==> config.mk <==
export PLATFORM = sky130hd
export DESIGN_NAME = fetcher
export DESIGN_NICKNAME = d
export VERILOG_FILES = /design/src/rtl/fetcher_pkg.sv /design/src/rtl/fetcher_inst_queue.sv /design/src/rtl/fetcher.sv
export SDC_FILE = /design/constraint.sdc
export NUM_CORES = 1
export LEC_CHECK = 0
export CAP_MARGIN = 20
export CORE_ASPECT_RATIO = 1.1
export CORE_UTILIZATION = 45
export DETAILED_ROUTE_END_ITERATION = 8
export PLACE_DENSITY = 0.67
export SETUP_SLACK_MARGIN = 0.05
export SLEW_MARGIN = 20
export SYNTH_ARGS = -nofsm -noshare
export SYNTH_HDL_FRONTEND = slang
export SYNTH_HIERARCHICAL = 1
export SYNTH_SLANG_ARGS = --single-unit
==> constraint.sdc <==
create_clock -name clk_in -period 6.2 [get_ports clk_in]
set_input_delay 1.24 -clock clk_in [delete_from_list [all_inputs] [get_ports clk_in]]
set_output_delay 1.24 -clock clk_in [all_outputs]
set_load 0.02 [all_outputs]
==> src/rtl/fetcher_pkg.sv <==
// ---------------------------------------------------------------------------
// fetcher_pkg
// Definitions shared by the fetch and decode stages: boolean constants, the
// fetch FSM state encoding, the default reset PC and the layout of one
// instruction-queue entry.
// No ports (package).
// ---------------------------------------------------------------------------
package fetcher_pkg;

    localparam logic TRUE  = 1'b1;
    localparam logic FALSE = 1'b0;

    localparam logic [31:0] DEFAULT_RESET_PC = 32'h0000_0000;

    // ST_IDLE : no cache request outstanding
    // ST_WAIT : request outstanding, its response will be queued
    // ST_DROP : request outstanding, its response will be thrown away
    typedef enum logic [1:0] {
        ST_IDLE = 2'd0,
        ST_WAIT = 2'd1,
        ST_DROP = 2'd2
    } fetch_state_e;

    // One queued instruction: the address it was fetched from and its word.
    typedef struct packed {
        logic [31:0] pc;
        logic [31:0] inst;
    } queue_entry_t;

    // Instruction addresses are always word aligned.
    function automatic logic [31:0] align_word(input logic [31:0] addr);
        return {addr[31:2], 2'b00};
    endfunction

endpackage

==> src/rtl/fetcher_inst_queue.sv <==
// ---------------------------------------------------------------------------
// inst_queue
// Small circular FIFO holding fetched {pc, inst} pairs between the cache and
// the decode stage.  Full/empty come from an explicit occupancy count so the
// pointers can simply wrap modulo DEPTH.
// Ports:
//   clk        clock, all state updates on the rising edge
//   rst        synchronous active-high reset, empties the queue
//   en         global enable; low freezes pointers, count and storage
//   push       write push_data at the tail
//   push_data  64-bit entry {pc, inst}
//   pop        drop the head entry
//   clr        flush: empty the queue (wins over push and pop)
//   empty      no entries held
//   full       DEPTH entries held
//   count      number of entries held (0..DEPTH)
//   head       oldest entry, forced to zero while empty
// DEPTH must be a power of two and at least 2.
// ---------------------------------------------------------------------------
module inst_queue
    import fetcher_pkg::*;
#(
    parameter int DEPTH = 4,
    localparam int AW = $clog2(DEPTH),
    localparam int CW = AW + 1
) (
    input  logic          clk,
    input  logic          rst,
    input  logic          en,
    input  logic          push,
    input  logic [63:0]   push_data,
    input  logic          pop,
    input  logic          clr,
    output logic          empty,
    output logic          full,
    output logic [CW-1:0] count,
    output logic [63:0]   head
);

    logic [63:0]   mem [DEPTH];
    logic [AW-1:0] rd_ptr;
    logic [AW-1:0] wr_ptr;
    logic          do_pop;

    assign empty  = (count == '0);
    assign full   = (count == CW'(DEPTH));
    assign do_pop = pop && !empty;
    assign head   = empty ? 64'h0 : mem[rd_ptr];

    // Pointer and occupancy bookkeeping; pointer width makes the wrap free.
    always_ff @(posedge clk) begin
        if (rst) begin
            rd_ptr <= '0;
            wr_ptr <= '0;
            count  <= '0;
        end else if (en) begin
            if (clr) begin
                rd_ptr <= '0;
                wr_ptr <= '0;
                count  <= '0;
            end else begin
                if (push) begin
                    wr_ptr <= wr_ptr + 1'b1;
                end
                if (do_pop) begin
                    rd_ptr <= rd_ptr + 1'b1;
                end
                case ({push, do_pop})
                    2'b10:   count <= count + 1'b1;
                    2'b01:   count <= count - 1'b1;
                    default: count <= count;
                endcase
            end
        end
    end

    // Storage needs no reset: head is masked while the queue is empty.
    always_ff @(posedge clk) begin
        if (!rst && en && !clr && push) begin
            mem[wr_ptr] <= push_data;
        end
    end

endmodule

==> src/rtl/fetcher.sv <==
// ---------------------------------------------------------------------------
// fetcher
// Instruction fetch stage.  Issues one word-aligned read at a time to the
// instruction cache, queues returned words with their addresses, and hands
// the queue head to decode.  A redirect (clr_flag) flushes the queue, moves
// the fetch PC and turns any in-flight request into one whose data is dropped.
// Ports:
//   clk_in     clock
//   rst_in     synchronous active-high reset (overrides rdy_in and clr_flag)
//   rdy_in     global enable; low freezes every register
//   ic_req     cache read request (registered)
//   ic_addr    cache read address (registered, word aligned)
//   ic_valid   one-cycle pulse, ic_inst carries the outstanding response
//   ic_inst    returned instruction word
//   ID_stall   decode cannot take an instruction this cycle
//   clr_flag   redirect / misprediction flush
//   clr_pc     restart address while clr_flag is high
//   inst_flag  inst/inst_pc valid and consumed this cycle
//   inst       instruction word to decode (0 when queue empty)
//   inst_pc    address of inst (0 when queue empty)
// ---------------------------------------------------------------------------
module fetcher
    import fetcher_pkg::*;
#(
    parameter int          QUEUE_DEPTH = 4,
    parameter logic [31:0] RESET_PC    = DEFAULT_RESET_PC
) (
    input  logic        clk_in,
    input  logic        rst_in,
    input  logic        rdy_in,
    output logic        ic_req,
    output logic [31:0] ic_addr,
    input  logic        ic_valid,
    input  logic [31:0] ic_inst,
    input  logic        ID_stall,
    input  logic        clr_flag,
    input  logic [31:0] clr_pc,
    output logic        inst_flag,
    output logic [31:0] inst,
    output logic [31:0] inst_pc
);

    localparam int CW = $clog2(QUEUE_DEPTH) + 1;

    fetch_state_e  state;
    fetch_state_e  state_nxt;
    logic [31:0]   fetch_pc;
    logic [31:0]   fetch_pc_nxt;
    logic          ic_req_nxt;
    logic [31:0]   ic_addr_nxt;
    logic          push_req;

    logic          q_push;
    logic          q_empty;
    logic          q_full;
    logic [CW-1:0] q_count;
    queue_entry_t  q_head;
    queue_entry_t  q_push_data;

    assign q_push_data = '{pc: ic_addr, inst: ic_inst};

    // Defensive: issue already requires a free slot, so this never blocks.
    assign q_push = push_req && (!q_full || inst_flag);

    assign inst_flag = !q_empty && !ID_stall && rdy_in && !clr_flag;
    assign inst      = q_head.inst;
    assign inst_pc   = q_head.pc;

    inst_queue #(
        .DEPTH (QUEUE_DEPTH)
    ) u_inst_queue (
        .clk       (clk_in),
        .rst       (rst_in),
        .en        (rdy_in),
        .push      (q_push),
        .push_data (q_push_data),
        .pop       (inst_flag),
        .clr       (clr_flag),
        .empty     (q_empty),
        .full      (q_full),
        .count     (q_count),
        .head      (q_head)
    );

    // Next-state logic.  A request is only launched while a queue slot is
    // free (count taken before this edge's pop), so responses never overflow.
    // A redirect always wins: it blocks issue, suppresses the push, and its
    // restart address overrides the normal +4 advance.
    always_comb begin
        state_nxt    = state;
        fetch_pc_nxt = fetch_pc;
        ic_req_nxt   = ic_req;
        ic_addr_nxt  = ic_addr;
        push_req     = FALSE;

        case (state)
            ST_IDLE: begin
                if (!clr_flag && (q_count < CW'(QUEUE_DEPTH))) begin
                    state_nxt   = ST_WAIT;
                    ic_req_nxt  = TRUE;
                    ic_addr_nxt = fetch_pc;
                end
            end
            ST_WAIT: begin
                if (ic_valid) begin
                    state_nxt  = ST_IDLE;
                    ic_req_nxt = FALSE;
                    if (!clr_flag) begin
                        push_req     = TRUE;
                        fetch_pc_nxt = fetch_pc + 32'd4;
                    end
                end else if (clr_flag) begin
                    state_nxt = ST_DROP;
                end
            end
            ST_DROP: begin
                if (ic_valid) begin
                    state_nxt  = ST_IDLE;
                    ic_req_nxt = FALSE;
                end
            end
            default: begin
                state_nxt  = ST_IDLE;
                ic_req_nxt = FALSE;
            end
        endcase

        if (clr_flag) begin
            fetch_pc_nxt = align_word(clr_pc);
        end
    end

    // State register: reset first, then everything frozen while rdy_in is low.
    always_ff @(posedge clk_in) begin
        if (rst_in) begin
            state    <= ST_IDLE;
            fetch_pc <= align_word(RESET_PC);
            ic_req   <= FALSE;
            ic_addr  <= 32'h0;
        end else if (rdy_in) begin
            state    <= state_nxt;
            fetch_pc <= fetch_pc_nxt;
            ic_req   <= ic_req_nxt;
            ic_addr  <= ic_addr_nxt;
        end
    end

endmodule

==> impl_metrics.toml <==
[logic_synthesis]
synth_enable_flop_cells = 256
synth_cell_types = 63
synth_area_mm2 = 0.0135
synth_seq_cells = 328
synth_area_per_cell_um2 = 15.1
synth_ff_type = "edfxtp_1"
yosysSeqAreaShare_pct = 67.7
ys_async_sr_fraction_pct = 0
yosys_warnings = 6
synth_cells = 892

[routing]
postRouteAntennaNets = 0
vias = 8029
first_pass_iters = 5
via_per_inst = 5.49
drtIter0Drc = 683
drt-total-wl_um = 28400
drcViolationCount = 0
wl_per_cell_um = 19.4

[sta]
finalHoldViolCount = 0
setup_violations = 0
slew_viol_final = 0
slew_headroom_pct = 32.2
fin_crit_sh_pct = 71.1
worstMarginPinSlew_ns = 1.02
skew_ns = 0.0177
fmax_mhz = 227
min_period_ns = 4.41
grt_setup_unrepaired = "no"
tns_ns = 0

[placement]
port_buffers = 163
placed_cell_area_mm2 = 0.0155
dp.final_hpwl_um = 17400
gp_congestion = 0.821

[critical_path]
regToRegSetupSlack_ns = 3.12
path_class = "reg -> out"
r2r_end = "u_inst_queue/mem[2][4]$_DFFE_PP_"
ff2ff_path_depth = 8
r2r-start = "u_inst_queue/count[2]$_SDFFE_PP0P_"
cp-start-kind = "register"
endpoint_kind = "output port"
crit_required_ns = 4.96
path_max_fanout = 45
arrival_ns = 3.17

[clock_network]
root_buffer = "clkbuf_16"
clockBufferDepth = 3
cts_setup_buffers = 0
cts_buffers = 34
clk_pin_slew_ns = 0.06
ctsResizeCount = 0
cts_max_level = 2
tritoncts = "yes"
cts_sinks = 328
insertion_delay_ns = 0.50
cts_hold_buf = 0

[global_routing]
grt_usage_pct = 18.6
grt_overflow = 0
antenna_found_initial = 0
grt_pass1_vias = 7883
grt_max_degree = 72
grt_pass1_wl_um = 44200

[finish]
antenna_cells = 0
drive_above_1_share_pct = 15.2
final_nets = 1141
fillers = 2343
stdcell_area_mm2 = 0.0167
areaGrowthSynthToFinish_pct = 23.9

[power_and_ir_drop]
seqPwrFrac_pct = 51.2
intPower_mw = 3.77
p_sw_share_pct = 19.9
ir_worst_vdd_uv = 149
switchingPower_uw = 935
clkPwrFrac_pct = 45.0
pwr-share-comb_pct = 3.9
power.density_mw_per_mm2 = 282
power.leakage_nw = 5.44

[floorplan]
die_height_um = 184
start_util_pct = 45.7
chipWidth_um = 167
io_pins = 168
die_area_mm2 = 0.0307
fp.coreArea_mm2 = 0.0295
num_rows = 66

[outcome]
status = "finished clean"

[worst_hold_path]
hold_path.class = "reg -> reg"
min-delay-start = "fetch_pc[31]$_SDFFE_PP0P_"
min_to = "ic_addr[31]$_SDFFE_PP0P_"
hold_path_depth = 2

[job]
maxCapViolCount = 0
## flip-flops by register name, indices dropped and copies added (netlist names), named ones only
signal and flops:
u_inst_queue/count 3, state 2, ic_addr 30, u_inst_queue/wr_ptr 2
ic_req 1, fetch_pc 30, u_inst_queue/mem 256, u_inst_queue/rd_ptr 2
## layout make-up
cell class	count	area, um2	area share, %
Sequential cell	328	9140	54.7
Multi-Input combinational cell	505	4060	24.3
Timing Repair Buffer	183	1820	10.9
Clock buffer	43	958	5.74
Tap cell	374	468	2.80
Clock inverter	19	224	1.34
Inverter	10	37.5	0.225
## cell usage after synthesis, types with 7 or more instances
cell	n	area, um2
a21oi_1	60	300
ha_1	8	100
nor3_1	14	70.1
mux4_2	64	1440
clkbuf_1	29	109
nand3_1	17	85.1
and3_1	8	50.1
inv_1	10	37.5
and2_1	8	50.1
buf_6	8	90.1
a31oi_1	7	43.8
o21ai_0	17	85.1
dfxtp_1	72	1440
nand2_1	86	323
buf_2	12	60.1
nand4_1	11	68.8
edfxtp_1	256	7690
nand2b_1	10	62.6
nor2b_1	65	407
nor2_1	29	109
## per-layer routing
layer | part of all wire, % | wire length, um | vias up | global-route usage (%)
li1 | - | - | 3759 | -
met1 | 45 | 12700 | 3992 | 26.1
met2 | 48 | 13600 | 239 | 30.1
met3 | 5.5 | 1560 | 39 | 3.12
met4 | 1.8 | 512 | 0 | 5.04
met5 | 0 | 0 | - | 0
## critical path: stages, from the launching register on
cell	delay, ns
dfxtp_4	0.98
buf_4	0.40
mux4_2	0.52
nor2b_1	0.16
clkdlybuf4s50_1	0.59
## metrics by stage
stage	std cells	utilization (%)	hold WS, ns	setup slack (ns)	total power, mW
2_1_floorplan	901	-	0.455	1.16	2.54
3_3_place_gp	1400	52.6	0.481	1.79	2.63
3_5_place_dp	1400	52.6	0.492	1.73	2.63
4_1_cts	1462	56.7	0.498	1.66	4.75
5_1_grt	1462	56.7	0.527	1.53	4.85
6_report	1462	56.7	0.501	1.79	4.70
## cells by family (layout without fill, tap and decap cells)
logic type                 count (synthesis)  count (layout)  synth area share (%)
AOI/OAI and AO/OA                        131             131                  5.99
xor gates and xnor gates                   2               2                 0.130
adders and majority gates                  9               9                 0.891
buffers and inverters                     68             255                  2.61
DFF                                      328             328                  67.7
muxes                                     73              73                  11.4
other                                      1              10                0.0278
and+or+nand+nor                          280             280                  11.3
## worst max-delay path by stage
stage,from,end,slack [ns],cells past startpoint
2_1_floorplan,clr_flag,u_inst_queue/mem[2][0]$_DFFE_PP_,1.16,7
3_3_place_gp,rdy_in,u_inst_queue/mem[3][5]$_DFFE_PP_,1.79,10
3_5_place_dp,rdy_in,u_inst_queue/mem[2][5]$_DFFE_PP_,1.73,10
4_1_cts,register,inst_pc[28],1.66,4
5_1_grt,register,inst[3],1.53,4
6_report,register,inst[3],1.79,4
## power by group through the flow
stage | combinational (mW) | sequential [mW] | clock (mW)
3_5_place_dp | 0.182 | 2.45 | 0
2_1_floorplan | 0.0910 | 2.45 | 0
6_report | 0.181 | 2.41 | 2.12
4_1_cts | 0.182 | 2.41 | 2.16
3_3_place_gp | 0.179 | 2.45 | 0
5_1_grt | 0.198 | 2.41 | 2.24
## cells in the final DEF (no fill, tap or decap), types with 7 or more instances in the layout
cell and count:
a21oi_1 60, a31oi_1 7, and3_1 8, buf_4 16
clkbuf_16 37, clkdlybuf4s50_1 161, clkinv_2 10, conb_1 10
dfxtp_1 70, edfxtp_1 256, ha_1 8, inv_1 10
mux4_2 64, nand2_1 86, nand2b_1 10, nand3_1 17
nand4_1 11, nor2_1 29, nor2b_1 65, nor3_1 13
o21ai_0 17
Power figures use the tool's default switching activity.
